**src/rtl/shift_issue_queue.sv**
```systemverilog
// Request FIFO and issue stage in front of the external pipelined shifter/rotator.
// A latency-matched valid/tag delay line re-pairs each shifter result with its tag.
module shift_issue_queue #(
  parameter int unsigned DEPTH   = 4,
  parameter int unsigned LATENCY = 5,
  parameter int unsigned TAG_W   = 4
) (
  input  logic                     clock,
  input  logic                     reset_n,
  input  logic                     in_valid,
  output logic                     in_ready,
  input  logic [31:0]              in_a,
  input  logic [4:0]               in_sel,
  input  logic                     in_rotate,
  input  logic [TAG_W-1:0]         in_tag,
  output logic [31:0]              sh_a,
  output logic [4:0]               sh_sel,
  output logic                     sh_rotate,
  input  logic [31:0]              sh_b,
  output logic                     out_valid,
  output logic [31:0]              out_b,
  output logic [TAG_W-1:0]         out_tag,
  output logic [$clog2(DEPTH):0]   count,
  output logic                     busy
);

  localparam int unsigned PTR_W = $clog2(DEPTH);
  localparam int unsigned CNT_W = PTR_W + 1;

  logic [31:0]      mem_a   [DEPTH];
  logic [4:0]       mem_sel [DEPTH];
  logic             mem_rot [DEPTH];
  logic [TAG_W-1:0] mem_tag [DEPTH];

  logic [PTR_W-1:0] wr_ptr;
  logic [PTR_W-1:0] rd_ptr;

  logic [LATENCY-1:0] dl_valid;
  logic [TAG_W-1:0]   dl_tag [LATENCY];

  logic push;
  logic pop;

  assign in_ready = (count < CNT_W'(DEPTH));
  assign push     = in_valid & in_ready;
  assign pop      = (count != '0);
  assign busy     = (count != '0) | (|dl_valid);

  // Payload storage carries no reset; only pointers and count qualify it.
  always_ff @(posedge clock) begin
    if (push) begin
      mem_a[wr_ptr]   <= in_a;
      mem_sel[wr_ptr] <= in_sel;
      mem_rot[wr_ptr] <= in_rotate;
      mem_tag[wr_ptr] <= in_tag;
    end
  end

  // Pointers and occupancy; the head is popped every cycle the FIFO is non-empty.
  always_ff @(posedge clock or negedge reset_n) begin
    if (!reset_n) begin
      wr_ptr <= '0;
      rd_ptr <= '0;
      count  <= '0;
    end else begin
      if (push) wr_ptr <= wr_ptr + PTR_W'(1);
      if (pop)  rd_ptr <= rd_ptr + PTR_W'(1);
      case ({push, pop})
        2'b10:   count <= count + CNT_W'(1);
        2'b01:   count <= count - CNT_W'(1);
        default: count <= count;
      endcase
    end
  end

  // Issue registers toward the shifter; they only move on an issue edge.
  always_ff @(posedge clock or negedge reset_n) begin
    if (!reset_n) begin
      sh_a      <= '0;
      sh_sel    <= '0;
      sh_rotate <= 1'b0;
    end else if (pop) begin
      sh_a      <= mem_a[rd_ptr];
      sh_sel    <= mem_sel[rd_ptr];
      sh_rotate <= mem_rot[rd_ptr];
    end
  end

  // Valid/tag delay line matched to the shifter latency; never stalls.
  always_ff @(posedge clock or negedge reset_n) begin
    if (!reset_n) begin
      dl_valid <= '0;
      for (int i = 0; i < int'(LATENCY); i++) dl_tag[i] <= '0;
    end else begin
      dl_valid[0] <= pop;
      if (pop) dl_tag[0] <= mem_tag[rd_ptr];
      for (int i = 1; i < int'(LATENCY); i++) begin
        dl_valid[i] <= dl_valid[i-1];
        dl_tag[i]   <= dl_tag[i-1];
      end
    end
  end

  // Result capture: one-cycle pulse, data and tag hold between results.
  always_ff @(posedge clock or negedge reset_n) begin
    if (!reset_n) begin
      out_valid <= 1'b0;
      out_b     <= '0;
      out_tag   <= '0;
    end else begin
      out_valid <= dl_valid[LATENCY-1];
      if (dl_valid[LATENCY-1]) begin
        out_b   <= sh_b;
        out_tag <= dl_tag[LATENCY-1];
      end
    end
  end

endmodule

```
**config.mk**
```make
export PLATFORM = sky130hd
export DESIGN_NAME = shift_issue_queue
export DESIGN_NICKNAME = d
export VERILOG_FILES = /design/src/rtl/shift_issue_queue.sv
export SDC_FILE = /design/constraint.sdc
export NUM_CORES = 1
export LEC_CHECK = 0
export ABC_CLOCK_PERIOD_IN_PS = 2720
export CAP_MARGIN = 20
export CORE_ASPECT_RATIO = 1.2
export CORE_MARGIN = 2
export CORE_UTILIZATION = 45
export CTS_CLUSTER_DIAMETER = 30
export CTS_CLUSTER_SIZE = 25
export DETAILED_ROUTE_END_ITERATION = 7
export HOLD_SLACK_MARGIN = 0.15
export PLACE_DENSITY = 0.68
export SYNTH_ARGS = -nofsm -noshare
export SYNTH_HDL_FRONTEND = slang
export SYNTH_SLANG_ARGS = --single-unit
```
**constraint.sdc**
```tcl
create_clock -name clock -period 2.72 [get_ports clock]
set_input_delay 0.68 -clock clock [delete_from_list [all_inputs] [get_ports clock]]
set_output_delay 0.68 -clock clock [all_outputs]
set_load 0.01 [all_outputs]
```
Yosys cells after proc, flatten, opt, wreduce, memory -nomap -nowiden --
Memories as Yosys holds them, arrays and structs flattened. A register that Yosys moved wholly into a read port is not among the register bits. Index checks and enable logic that the tools add are counted.
Cells by class: mux-type cells 3, add/sub/neg operators 4, order comparisons 1, reduce and logical (&&, ||, !) cells 7, equal/unequal tests 2, bitwise logic cells 2
Operators by type and width (count):
- 3-bit case mux with 2 select lines | 1
- 5-bit OR reduction | 1
- 2-bit by 1-bit adder with 2-bit output (second input constant) | 2
- 1-bit logical NOT | 4
- 3-bit by 1-bit adder with 3-bit output (second input constant) | 1
- 3-bit less-than comparator (second input constant) | 1
- 3-bit nonzero test | 1
- 3-bit by 1-bit subtractor with 3-bit output (second input constant) | 1
- 2-bit by 1-bit equality test with 1-bit output (second input constant) | 1
- 2-bit equality test (second input constant) | 1
- 1-bit 2-to-1 mux | 2
- 2-bit nonzero test | 1
- 1-bit AND | 1
- 1-bit bitwise OR | 1
Word-level totals: output and inout bits 80, input bits 77, register bits 65, bits in writable memories 168, memories 4, word-level logic and storage cells 34
Memories:
- mem_a | words 4, bits a word 32, rd ports 1, clocked after memory_dff 1, wr ports 1, line 30 | logic [31:0] mem_a [DEPTH];
- mem_sel | words 4, bits a word 5, rd ports 1, clocked after memory_dff 1, wr ports 1, line 31 | logic [4:0] mem_sel [DEPTH];
- mem_tag | words 4, bits a word 4, rd ports 1, clocked after memory_dff 1, wr ports 1, line 33 | logic [TAG_W-1:0] mem_tag [DEPTH];
- mem_rot | words 4, bits a word 1, rd ports 1, clocked after memory_dff 1, wr ports 1, line 32 | logic mem_rot [DEPTH];

Logic depth before layout (Yosys ltp) --
depth in word-level cells 4, depth in mapped cells 9, depth with buffers taken out 8

Worst setup path after synthesis --
No wires, ideal clock.
path kind input to register, from input port in_valid, to memory mem_a[0][0] (enable), setup time 0.403 ns, setup slack 0.254 ns, required time 2.317 ns, stages 3, arrival time 2.063 ns, buffers on the path 1, path through nor2b_1 -> clkbuf_1 -> and2_1
On the way: word-level cells in the longest chain between the ends 3
Ends and longest elaborated chain:
- start, declared | line 10 | input logic in_valid,
- 1-bit AND | line 45 | assign push = in_valid & in_ready;
- 1-bit 2-to-1 mux | line 51 | if (push) begin
- 1-bit 2-to-1 mux (not written as such) | line 52 | mem_a[wr_ptr] <= in_a;
- end, declared | line 30
Every way passes these cells.

Final worst setup path --
from register count[0], to output port busy
On the way: word-level cells in the longest chain between the ends 2
Ends and longest elaborated chain:
- start, declared | line 23 | output logic [$clog2(DEPTH):0] count,
- start signal, assigned | line 69 | 2'b10: count <= count + CNT_W'(1);
- start signal, assigned | line 70 | 2'b01: count <= count - CNT_W'(1);
- start signal, assigned | line 71 | default: count <= count;
- 3-bit nonzero test | line 47 | assign busy = (count != '0) | (|dl_valid);
- 1-bit bitwise OR | line 47
- end, declared | line 24 | output logic busy
Every way passes these cells.

==> metrics.md <==
| Metric | Value |
|---|---|
| Outcome | `finished, violations left` |
| Failing checks | `DRC` |
| HPWL Detailed | `11600 µm` |
| Largest net degree at the start of global routing | `61` |
| Drt drc | `17` |
| Die area | `0.0234 mm²` |
| RSZ-0062 raised after global routing | `no` |
| Post-Synthesis Cells | `536` |
| Sw Share | `28.1%` |
| Critical path endpoint category | `primary output` |
| Number of setup buffers added after CTS | `0` |
| Row count | `59` |
| Clock Tree Root | `clkbuf_16` |
| Simple-gate portion of the synthesized area | `5.46%` |
| DR iter-0 viols | `235` |
| Worst EP arrival | `1.78 ns` |
| Via density | `5.04` |
| DP Worst Slack | `0.355 ns` |
| Hold wc startpoint | `dl_tag[13]$_DFF_PN0_` |
| Least-Margin Pin Slew | `0.530 ns` |
| Nets | `810` |
| Crit Path Max Fanout | `4` |
| Peak supply drop | `0.476 mV` |
| Clock-pin slew on the worst setup and hold paths | `0.06 ns` |
| Die W | `140 µm` |
| CP cell instances | `nor3_4 > nand3_1 > clkdlybuf4s50_1` |
| Pwr dens | `1120 mW/mm²` |
| Max incr delay on CP | `0.50 ns` |
| Clock buffer count from CTS | `37` |
| Hold crit path type | `flop to flop` |
| Post-synthesis compound-gate area fraction | `0.0501%` |
| Sequential share of power | `41.7%` |
| Total grt overflow | `0` |
| Slack of the critical path | `0.255 ns` |
| FMAX | `0.406 GHz` |
| Port buffer count | `156` |
| WL final | `18200 µm` |
| N_diodes | `0` |
| Most frequent cells after synthesis | `edfxtp_1 (168), nand2_1 (128), dfrtp_1 (107)` |
| CTS tree | `yes` |
| IO Pins | `157` |
| FF-to-FF Start | `rd_ptr[0]$_DFFE_PN0N_` |
| Ratio of cells with drive above 1 in the final layout | `21.7%` |
| Global-route wire length before repair | `29200 µm` |
| CTS Sinks | `275` |
| Post-synth EDFFs | `168` |
| P_leak | `5.00 nW` |
| Pint | `10.6 mW` |
| Synth top area share | `50.5%` |
| Sw power | `4.13 mW` |
| Post-layout min period | `2.46 ns` |
| Sequential area share after synthesis | `77.3%` |
| Initial DRT Pass Iterations | `8` |
| Top_reg_cell synth | `edfxtp_1` |
| Post-Synth Adder-Cell Area | `0.827%` |
| Clock power frac | `31.7%` |
| Headroom to the max-slew limit | `64.7%` |
| Dpl cells | `961` |
| CP Class | `flop to primary output` |
| Final hold violation count | `0` |
| Startpoint Class | `flop` |
| Post-CTS sizing | `0` |
| Non-Filler Instances | `1030` |
| Vias in the first global route | `5540` |
| Critical Path RT | `2.04 ns` |
| Async set-reset flop share out of synthesis | `38.9%` |
| DR vias | `5187` |
| Final core area utilization | `60.5%` |
| GR Util All Layers | `16.1%` |
| XOR/XNOR Fraction of Synth Area | `0.526%` |
| Post-route ant nets | `0` |
| Max Cap Viol | `0` |
| Largest cells by area after synthesis | `edfxtp_1 (51%), dfrtp_1 (27%), mux4_2 (8.6%), nand2_1 (4.8%), mux2_2 (4.1%)` |
| Largest family of logic cells by synthesized area | `multiplexers` |
| Setup TNS | `0 ns` |
| Netlist Area Pre-Place | `0.00999 mm²` |
| CP max-delay cell | `clkdlybuf4s50_1` |
| Fin Clk Skew | `0.0121 ns` |
| RePlAce Congestion | `0.770` |
| Core ar. | `0.0218 mm²` |
| Critical path origin | `count[0]$_DFFE_PN0P_` |
| Starting density of the core | `45.9%` |
| Clock latency on the worst-skew pair | `0.50 ns` |
| Post-DR wirelength/cell | `17.7 µm` |
| Syn. warnings | `0` |
| Comb pwr share | `26.6%` |
| Initial antenna violation count | `0` |
| Layout Area Growth over Synthesis | `31.9%` |
| Htree depth | `2` |
| Setup violators final | `0` |
| Mux contribution to synthesized area | `13.8%` |
| Slew Viols, Final | `0` |
| Synth area leader | `edfxtp_1` |
| Die H | `167 µm` |
| Syn_area_per_cell | `18.6 µm²` |
| CTS max path bufs | `3` |
| Most frequent cell after synthesis | `edfxtp_1` |
| Synth unique cells | `24` |
| Synthesized flop and latch total | `275` |
| Final cycle utilization of the critical path | `90.6%` |
| Syn nets | `619` |
worst max-delay path: cells and delay by family, from the launching register on:
| family | cells | cell delay [ns] |
|---|---|---|
| AND/OR/NAND/NOR | 2 | 0.33 |
| buffers and inverters | 1 | 0.50 |
| flip-flops | 1 | 0.44 |
final cells by class:
type	count	area, µm²
clock buffer	42	987
clock inverter	26	256
fill	1543	8600
multi-input combinational	230	2070
inverter	8	30.0
tap	274	343
timing repair buffer	175	1770
sequential	275	7730
cell families (layout without fill, tap and decap cells):
kind of cell,Yosys count,count (layout)
flip-flops,275,275
AND/OR/NAND/NOR,138,138
multiplexers,79,79
buffers and inverters,31,251
adder cells (fa/ha/maj),6,6
XOR/XNOR,6,6
AO/OA/AOI/OAI,1,1
power by group through the flow:
stage                     registers, mW  logic, mW  clock network, mW
after floorplan                    6.20       2.27                  0
final                              6.13       3.92               4.66
after global routing               6.27       4.26               4.96
after detailed placement           6.23       3.99                  0
after CTS                          6.16       4.01               4.78
after global placement             6.16       3.91                  0
flip-flops by register name, indices dropped and copies added (netlist names):
signal,cells
dl_tag,20
mem_a,128
sh_a,32
sh_rotate,1
count,3
wr_ptr,2
out_b,32
mem_tag,16
dl_valid,5
rd_ptr,2
out_tag,4
mem_sel,20
mem_rot,4
sh_sel,5
out_valid,1
stage by stage:
step                hold WS (ns)  area (µm²)  power, mW
floorplan                  0.331        9990       8.47
global placement           0.335       11900       10.1
detailed placement         0.336       11900       10.2
CTS                        0.347       13200       15.0
global route               0.353       13200       15.5
finish                     0.345       13200       14.7
what timing repair did:
| action | 4_1_cts | 5_1_grt |
|---|---|---|
| endpoints found under the setup margin | 0 | 0 |
| hold endpoints to repair | 27 | 0 |
| hold buffers | 1 | 0 |
per-layer routing:
metal	global-route usage, %	share of wire [%]
met5	0	0
met4	6.10	3.1
met3	3.75	5.5
met2	29.2	53
met1	18.7	38
cells in the final DEF (no fill, tap or decap), types with 2 or more instances in the layout:
master,Yosys,routed
edfxtp_1,168,168
clkinvlp_4,0,8
and2_2,0,4
clkinv_1,0,2
buf_4,0,14
inv_1,7,7
inv_6,0,6
nand2_1,128,128
bufinv_16,0,2
clkinv_4,0,3
mux2_2,36,36
clkbuf_1,5,3
clkdlybuf4s50_1,0,155
clkbuf_16,0,39
dfrtp_1,107,105
inv_8,0,4
buf_12,4,5
nor2_1,2,2
ha_1,5,5
mux4_1,4,4
mux4_2,38,38
xnor2_1,5,5
path summary, 6_finish.rpt:
check | to | slack (ns) | cells after the start
min reg2reg | dl_tag[9]$_DFF_PN0_ | 0.35 | 0
max in group asynchronous | rd_ptr[0]$_DFFE_PN0N_ | 1.39 | 3
min | dl_tag[9]$_DFF_PN0_ | 0.35 | 0
max reg2reg | sh_a[19]$_DFFE_PN0N_ | 0.77 | 4
min in group asynchronous | out_b[24]$_DFFE_PN0P_ | 0.65 | 2
max | busy | 0.26 | 3
(Power assumes the default switching activity.)
